[src/rtl/id_ex_reg.sv]
// -----------------------------------------------------------------------------
// id_ex_reg -- ID/EX pipeline register for a classic 5-stage MIPS-style core.
//
// Captures the decoded instruction (PC+4, operand data, immediate, register
// numbers and control bits) at the end of ID and presents it to EX one cycle
// later. Every ex_* output comes straight from a flop.
//
// Ports
//   clk, reset           rising-edge clock, synchronous active-high reset
//   stall                hold the current EX slot unchanged
//   flush                replace the EX slot with an all-zero bubble
//   id_pc4/rd1/rd2/imm   DATA_W-bit data fields from ID
//   id_rs/rt/rd          5-bit register numbers from the instruction word
//   id_<ctrl>, id_alu_op control bits from the decoder
//   ex_*                 registered copies of every id_* field
//   ex_valid             EX slot holds a real instruction (0 for a bubble)
//   load_use             combinational load-use hazard request to IF/ID
//
// Update priority on each rising edge: reset > flush > stall > load.
// The block only reports load_use; the hazard controller decides what to do.
// -----------------------------------------------------------------------------
module id_ex_reg #(
  parameter int DATA_W = 32
) (
  input  logic              clk,
  input  logic              reset,
  input  logic              stall,
  input  logic              flush,
  input  logic [DATA_W-1:0] id_pc4,
  input  logic [DATA_W-1:0] id_rd1,
  input  logic [DATA_W-1:0] id_rd2,
  input  logic [DATA_W-1:0] id_imm,
  input  logic [4:0]        id_rs,
  input  logic [4:0]        id_rt,
  input  logic [4:0]        id_rd,
  input  logic              id_reg_dst,
  input  logic              id_alu_src,
  input  logic              id_mem_read,
  input  logic              id_mem_write,
  input  logic              id_mem_to_reg,
  input  logic              id_reg_write,
  input  logic              id_branch,
  input  logic [1:0]        id_alu_op,
  output logic [DATA_W-1:0] ex_pc4,
  output logic [DATA_W-1:0] ex_rd1,
  output logic [DATA_W-1:0] ex_rd2,
  output logic [DATA_W-1:0] ex_imm,
  output logic [4:0]        ex_rs,
  output logic [4:0]        ex_rt,
  output logic [4:0]        ex_rd,
  output logic              ex_reg_dst,
  output logic              ex_alu_src,
  output logic              ex_mem_read,
  output logic              ex_mem_write,
  output logic              ex_mem_to_reg,
  output logic              ex_reg_write,
  output logic              ex_branch,
  output logic [1:0]        ex_alu_op,
  output logic              ex_valid,
  output logic              load_use
);

  // One EX slot; bundling the fields keeps reset/flush/load uniform.
  typedef struct packed {
    logic [DATA_W-1:0] pc4;
    logic [DATA_W-1:0] rd1;
    logic [DATA_W-1:0] rd2;
    logic [DATA_W-1:0] imm;
    logic [4:0]        rs;
    logic [4:0]        rt;
    logic [4:0]        rd;
    logic              reg_dst;
    logic              alu_src;
    logic              mem_read;
    logic              mem_write;
    logic              mem_to_reg;
    logic              reg_write;
    logic              branch;
    logic [1:0]        alu_op;
  } slot_t;

  slot_t w_id_slot;
  slot_t r_slot;
  logic  r_valid;
  logic  w_rt_match;
  logic  w_load_use;

  assign w_id_slot = '{
    pc4:        id_pc4,
    rd1:        id_rd1,
    rd2:        id_rd2,
    imm:        id_imm,
    rs:         id_rs,
    rt:         id_rt,
    rd:         id_rd,
    reg_dst:    id_reg_dst,
    alu_src:    id_alu_src,
    mem_read:   id_mem_read,
    mem_write:  id_mem_write,
    mem_to_reg: id_mem_to_reg,
    reg_write:  id_reg_write,
    branch:     id_branch,
    alu_op:     id_alu_op
  };

  // EX slot register: reset and flush both produce a fully zeroed bubble, so
  // a bubble can never write the register file or touch memory.
  always_ff @(posedge clk) begin
    if (reset) begin
      r_slot  <= '0;
      r_valid <= 1'b0;
    end else if (flush) begin
      r_slot  <= '0;
      r_valid <= 1'b0;
    end else if (!stall) begin
      r_slot  <= w_id_slot;
      r_valid <= 1'b1;
    end
  end

  // Load-use detection against the live ID register numbers. $zero never
  // creates a hazard; reset masks the request so that a stale lw held in the
  // slot cannot raise it before the first reset edge has cleared the slot.
  always_comb begin
    w_rt_match = 1'b0;
    w_load_use = 1'b0;
    if ((r_slot.rt == id_rs) || (r_slot.rt == id_rt)) begin
      w_rt_match = 1'b1;
    end else begin
      w_rt_match = 1'b0;
    end
    if (!reset && r_valid && r_slot.mem_read && (r_slot.rt != 5'd0) && w_rt_match) begin
      w_load_use = 1'b1;
    end else begin
      w_load_use = 1'b0;
    end
  end

  assign load_use      = w_load_use;
  assign ex_pc4        = r_slot.pc4;
  assign ex_rd1        = r_slot.rd1;
  assign ex_rd2        = r_slot.rd2;
  assign ex_imm        = r_slot.imm;
  assign ex_rs         = r_slot.rs;
  assign ex_rt         = r_slot.rt;
  assign ex_rd         = r_slot.rd;
  assign ex_reg_dst    = r_slot.reg_dst;
  assign ex_alu_src    = r_slot.alu_src;
  assign ex_mem_read   = r_slot.mem_read;
  assign ex_mem_write  = r_slot.mem_write;
  assign ex_mem_to_reg = r_slot.mem_to_reg;
  assign ex_reg_write  = r_slot.reg_write;
  assign ex_branch     = r_slot.branch;
  assign ex_alu_op     = r_slot.alu_op;
  assign ex_valid      = r_valid;

endmodule

[config.mk]
export PLATFORM = sky130hd
export DESIGN_NAME = id_ex_reg
export DESIGN_NICKNAME = d
export VERILOG_FILES = /design/src/rtl/id_ex_reg.sv
export SDC_FILE = /design/constraint.sdc
export NUM_CORES = 1
export LEC_CHECK = 0
export CORE_MARGIN = 5
export CORE_UTILIZATION = 38
export CTS_BUF_LIST = sky130_fd_sc_hd__clkbuf_8 sky130_fd_sc_hd__clkbuf_16
export CTS_CLUSTER_DIAMETER = 120
export DETAILED_ROUTE_END_ITERATION = 8
export GPL_TIMING_DRIVEN = 0
export PLACE_DENSITY_LB_ADDON = 0.1
export RECOVER_POWER = 50
export SLEW_MARGIN = 20
export SYNTH_ARGS = -nofsm -noshare
export SYNTH_HDL_FRONTEND = slang
export SYNTH_SLANG_ARGS = --single-unit
[constraint.sdc]
create_clock -name clk -period 1.56 [get_ports clk]
set_input_delay 0.312 -clock clk [delete_from_list [all_inputs] [get_ports clk]]
set_output_delay 0.312 -clock clk [all_outputs]
set_load 0.05 [all_outputs]
# Word level (Yosys, flattened, before mapping)
# Index checks and enable logic that the tools add are counted.
classes:
  add_sub_neg: 0
  mul: 0
  div_mod_pow: 0
  magnitude_cmp: 0
  eq_ne: 2
  n_shift: 0
  muxes: 2
  bitwise_logic: 0
  n_reduce_logical: 8
op_table:
  columns: ["op", "n"]
  rows:
  - ["== test 5 bit", 2]
  - ["nonzero test 5 bit", 1]
  - ["logical AND 1 bit", 4]
  - ["2-to-1 mux 1 bit", 2]
  - ["OR reduction 2 bit", 1]
  - ["zero test 1 bit", 1]
  - ["logical OR 1 bit", 1]
word_totals:
  reg_bits: 153
  latchBits: 0
  ram_bits: 0
  mem_bits_ro: 0
  input_bits: 156
  word_cells: 28
  mem_count: 0

# Depth between registers and ports, before layout
# Gate-level depths: netlist of the first run.
logic_depth:
  depth_word: 6
  depth_mapped: 5
  depth_no_buf: 4

# Worst setup path before layout of the first run
# OpenSTA, ideal clock, no wires.
synth_path:
  path_type: "register to output"
  start: "register r_slot (netlist bit ex_rt[4])"
  end: "output port load_use"
  arrival_time_ns: 1.877
  required_time_ns: 1.248
  setup_slack_ns: -0.629
  path_stages_with_launch: 5
  cell_sequence: "dfxtp_1 -> xor2_1 -> nor3_1 -> nand3_1 -> a21oi_1"
synth_via:
  elab_chain_len: 5
synth_lines:
  columns: ["element", "line_no", "rtl"]
  rows:
  - ["start: declaration", "83", "slot_t r_slot;"]
  - ["start signal: assignment", "116", "r_slot <= w_id_slot;"]
  - ["== test 5 bit", "127", "if ((r_slot.rt == id_rs) || (r_slot.rt == id_rt)) begin"]
  - ["logical OR 1 bit", "127", null]
  - ["2-to-1 mux 1 bit", "127", null]
  - ["logical AND 1 bit *", "132", "if (!reset && r_valid && r_slot.mem_read && (r_slot.rt != 5'd0) && w_rt_match) begin"]
  - ["2-to-1 mux 1 bit *", "132", null]
  - ["end: declaration", "60", "output logic load_use"]
# Every way passes the cells marked *; elsewhere a longest branch is shown, timed or not.

# Worst setup path in the final report of the first run
layout_path:
  start: "register r_slot (netlist bit ex_rt[3])"
  end: "output port load_use"
# Same word-level chain as after synthesis.

==> results of run 1 <==
==> where the power goes <==
group	internal [mW]	switching, mW	total, mW
Combinational	0.748	0.864	1.61
Clock	2.51	1.51	4.02
Sequential	4.04	0.0733	4.11
==> stage by stage <==
step                hold slack, ns  total power, mW  area, um^2  setup TNS, ns  std cells
finish                       0.436             9.74        9620         -0.561       1035
global route                 0.477             10.1        9620          -5.52       1035
CTS                          0.430             9.86        9660         -0.577       1035
detailed placement           0.474             5.86        8880         -13.64       1005
global placement             0.473             5.83        8880         -10.32       1005
floorplan                    0.455             5.10        5570              0        513
==> cells by family after synthesis <==
family                    after synthesis  share of synthesized area [%]
AOI/OAI and AO/OA                       3                          0.271
xor gates and xnor gates               10                           1.58
buffers and inverters                  35                           4.45
DFF                                   153                           55.2
muxes                                 152                           27.4
and+or+nand+nor                       160                           11.0
==> final timing paths <==
path            start         end  depth (start not counted)  slack [ns]
max          ex_rt[3]    load_use                          4       -0.41
min             stall  ex_pc4[22]                          4        0.44
max reg2reg  ex_rt[4]    ex_rt[4]                          2        0.87
min reg2reg  ex_valid    ex_valid                          2        0.48
==> critical path, cell delays in order, from the launching register on <==
cell	delay [ns]
dfxtp_2	0.35
or4_4	0.55
o21ai_4	0.16
a21oi_4	0.04
buf_6	0.15
==> cells in the final DEF, fill, tap and decap left out, drive strengths merged <==
cell type | netlist | routed
xnor2 | 4 | 4
bufinv | 0 | 3
dlygate4sd3 | 0 | 1
or2 | 1 | 1
or4 | 1 | 1
inv | 1 | 5
o21ai | 1 | 1
dfxtp | 153 | 153
nor3 | 2 | 2
nand2 | 1 | 1
clkdlybuf4s15 | 0 | 152
clkdlybuf4s50 | 0 | 153
nand3 | 2 | 2
nor2 | 153 | 153
a21oi | 2 | 2
clkbuf | 8 | 34
dlygate4sd2 | 0 | 1
clkinv | 0 | 5
xor2 | 6 | 6
buf | 26 | 19
mux2i | 152 | 152
==> area by class of cell <==
| class | count | area [um^2] |
|---|---|---|
| inverters | 1 | 3.75 |
| clock buffers | 18 | 439 |
| well taps | 184 | 230 |
| flip-flops and latches | 153 | 3070 |
| repair buffers | 308 | 3270 |
| fillers | 1161 | 4800 |
| clock inverters | 12 | 135 |
| plain buffers | 34 | 201 |
| multi-input cells | 325 | 2270 |
==> routing by layer <==
metal / GRT usage (%) / up-vias / share of wire, %
met5: 0 / - / 0
met4: 6.53 / 0 / 1.9
met3: 8.33 / 25 / 10
met2: 36.1 / 201 / 51
met1: 20.8 / 2161 / 37
li1: - / 2346 / -
==> what timing repair did <==
item,4_1_cts,5_1_grt
pin swaps,2,2
hold endpoints to repair,0,0
endpoints found under the setup margin,154,2
gates resized for setup,467,1
==> metrics, run 1 <==
outcome complete, but fails checks; violated checks setup timing; CP required 1.25 ns; layout cells sized above 1 25.3%; die outline area 17,100 um^2; Layout Nets 996; worst hold path type in2reg; total gr overflow 0; total routed wirelength 17.7 mm; row count 44; Mapped Avg Cell Area around 11 um^2; HPWL after DPL 13.9 mm; ANT nets after route 0; post-synth top area cell dfxtp_1; Highest Clock Rate around 500 MHz; area share of the largest cell type after synthesis a little under three fifths; syn nets 669; chip height 131 um; crit path DAT 1.66 ns; core area 14,400 um^2; number of detailed-route iterations in the first pass 4; RSZ-0062 raised after global routing yes; Hold-fix buffers, CTS 0; DRT iter0 DRCs 136; Vias/cell 4.57; endpoints failing setup 8; VDD IR max 0.000614 V; LEAKAGE 4.03 nW; RePlAce Congestion 0.759; port bufs 308; Clock Skew 0 ns; Max Root-Sink Buffers 2; post-synth design cell area about 5500 um^2; min Tclk post-route a little under 2 ns; number of CTS-inserted buffers 17; part of the Yosys area used for sequential elements 55.2%; Synth warnings 0; GRT Util Overall between 15 and 20%; final core utilization about two thirds; Skew-Pair Late Insertion Delay 0.41 ns; Final Max Tran Viols 0; vias in the first global route 5,010; Area Growth Syn to Fin 73.6%; first-pass GRT wire length 26.1 mm; DR vias 4,733; pwr dens about 1000 nW/um^2; CP max FO 5; Clock Tree Root clkbuf_16; H-Tree Depth 4; initial core utilization 38.4%; CP Capture Type primary output; clk sinks approximately 150; Post-synth EDFFs 0; final setup margin -0.409 ns; Post-synth top flop dfxtp_1; post-synthesis async set-or-reset flop share 0%; wire per inst 17.1 um; dpl ws -1.00 ns; CTS clk-pin slew, worst paths 0.06 ns; #FFs+latches synth 153; final hold violations 0; Slew headroom 65.8%; CTS tree built; io pins 310; postcts setup bufs 0; Synth top cells by count dfxtp_1 (153), nor2_1 (153), mux2i_1 (152); Die W about 130 um; initial antenna violation count 0; fin crit share 126%; crit start category flop; MaxCap Viol Count 0; WS Path Type reg2out; synth unique cells 17; DRC viols 0; ANT cells 0; largest net degree at the start of global routing 17; Cells after Synth 513; Slew @ Worst Pin slightly above 0.5 ns; Synth area leaders dfxtp_1 (55%), mux2i_1 (27%), nor2_1 (10%)
Power figures use the tool's default switching activity.
==> run 2: changes to the inputs <==
--- a/config.mk
+++ b/config.mk
@@ -13,6 +13,7 @@
 export GPL_TIMING_DRIVEN = 0
 export PLACE_DENSITY_LB_ADDON = 0.1
 export RECOVER_POWER = 50
+export SKIP_LAST_GASP = 1
 export SLEW_MARGIN = 20
 export SYNTH_ARGS = -nofsm -noshare
 export SYNTH_HDL_FRONTEND = slang
==> results of run 2 <==
The final DEF is identical to that of run 1; final timing and power are the same.
==> run 3: changes to the inputs <==
--- a/config.mk
+++ b/config.mk
@@ -5,10 +5,11 @@
 export SDC_FILE = /design/constraint.sdc
 export NUM_CORES = 1
 export LEC_CHECK = 0
+export ABC_AREA = 0
 export CORE_MARGIN = 5
 export CORE_UTILIZATION = 38
 export CTS_BUF_LIST = sky130_fd_sc_hd__clkbuf_8 sky130_fd_sc_hd__clkbuf_16
-export CTS_CLUSTER_DIAMETER = 120
+export CTS_CLUSTER_DIAMETER = 40
 export DETAILED_ROUTE_END_ITERATION = 8
 export GPL_TIMING_DRIVEN = 0
 export PLACE_DENSITY_LB_ADDON = 0.1
==> results of run 3 <==
The final DEF is identical to that of run 1; final timing and power are the same.
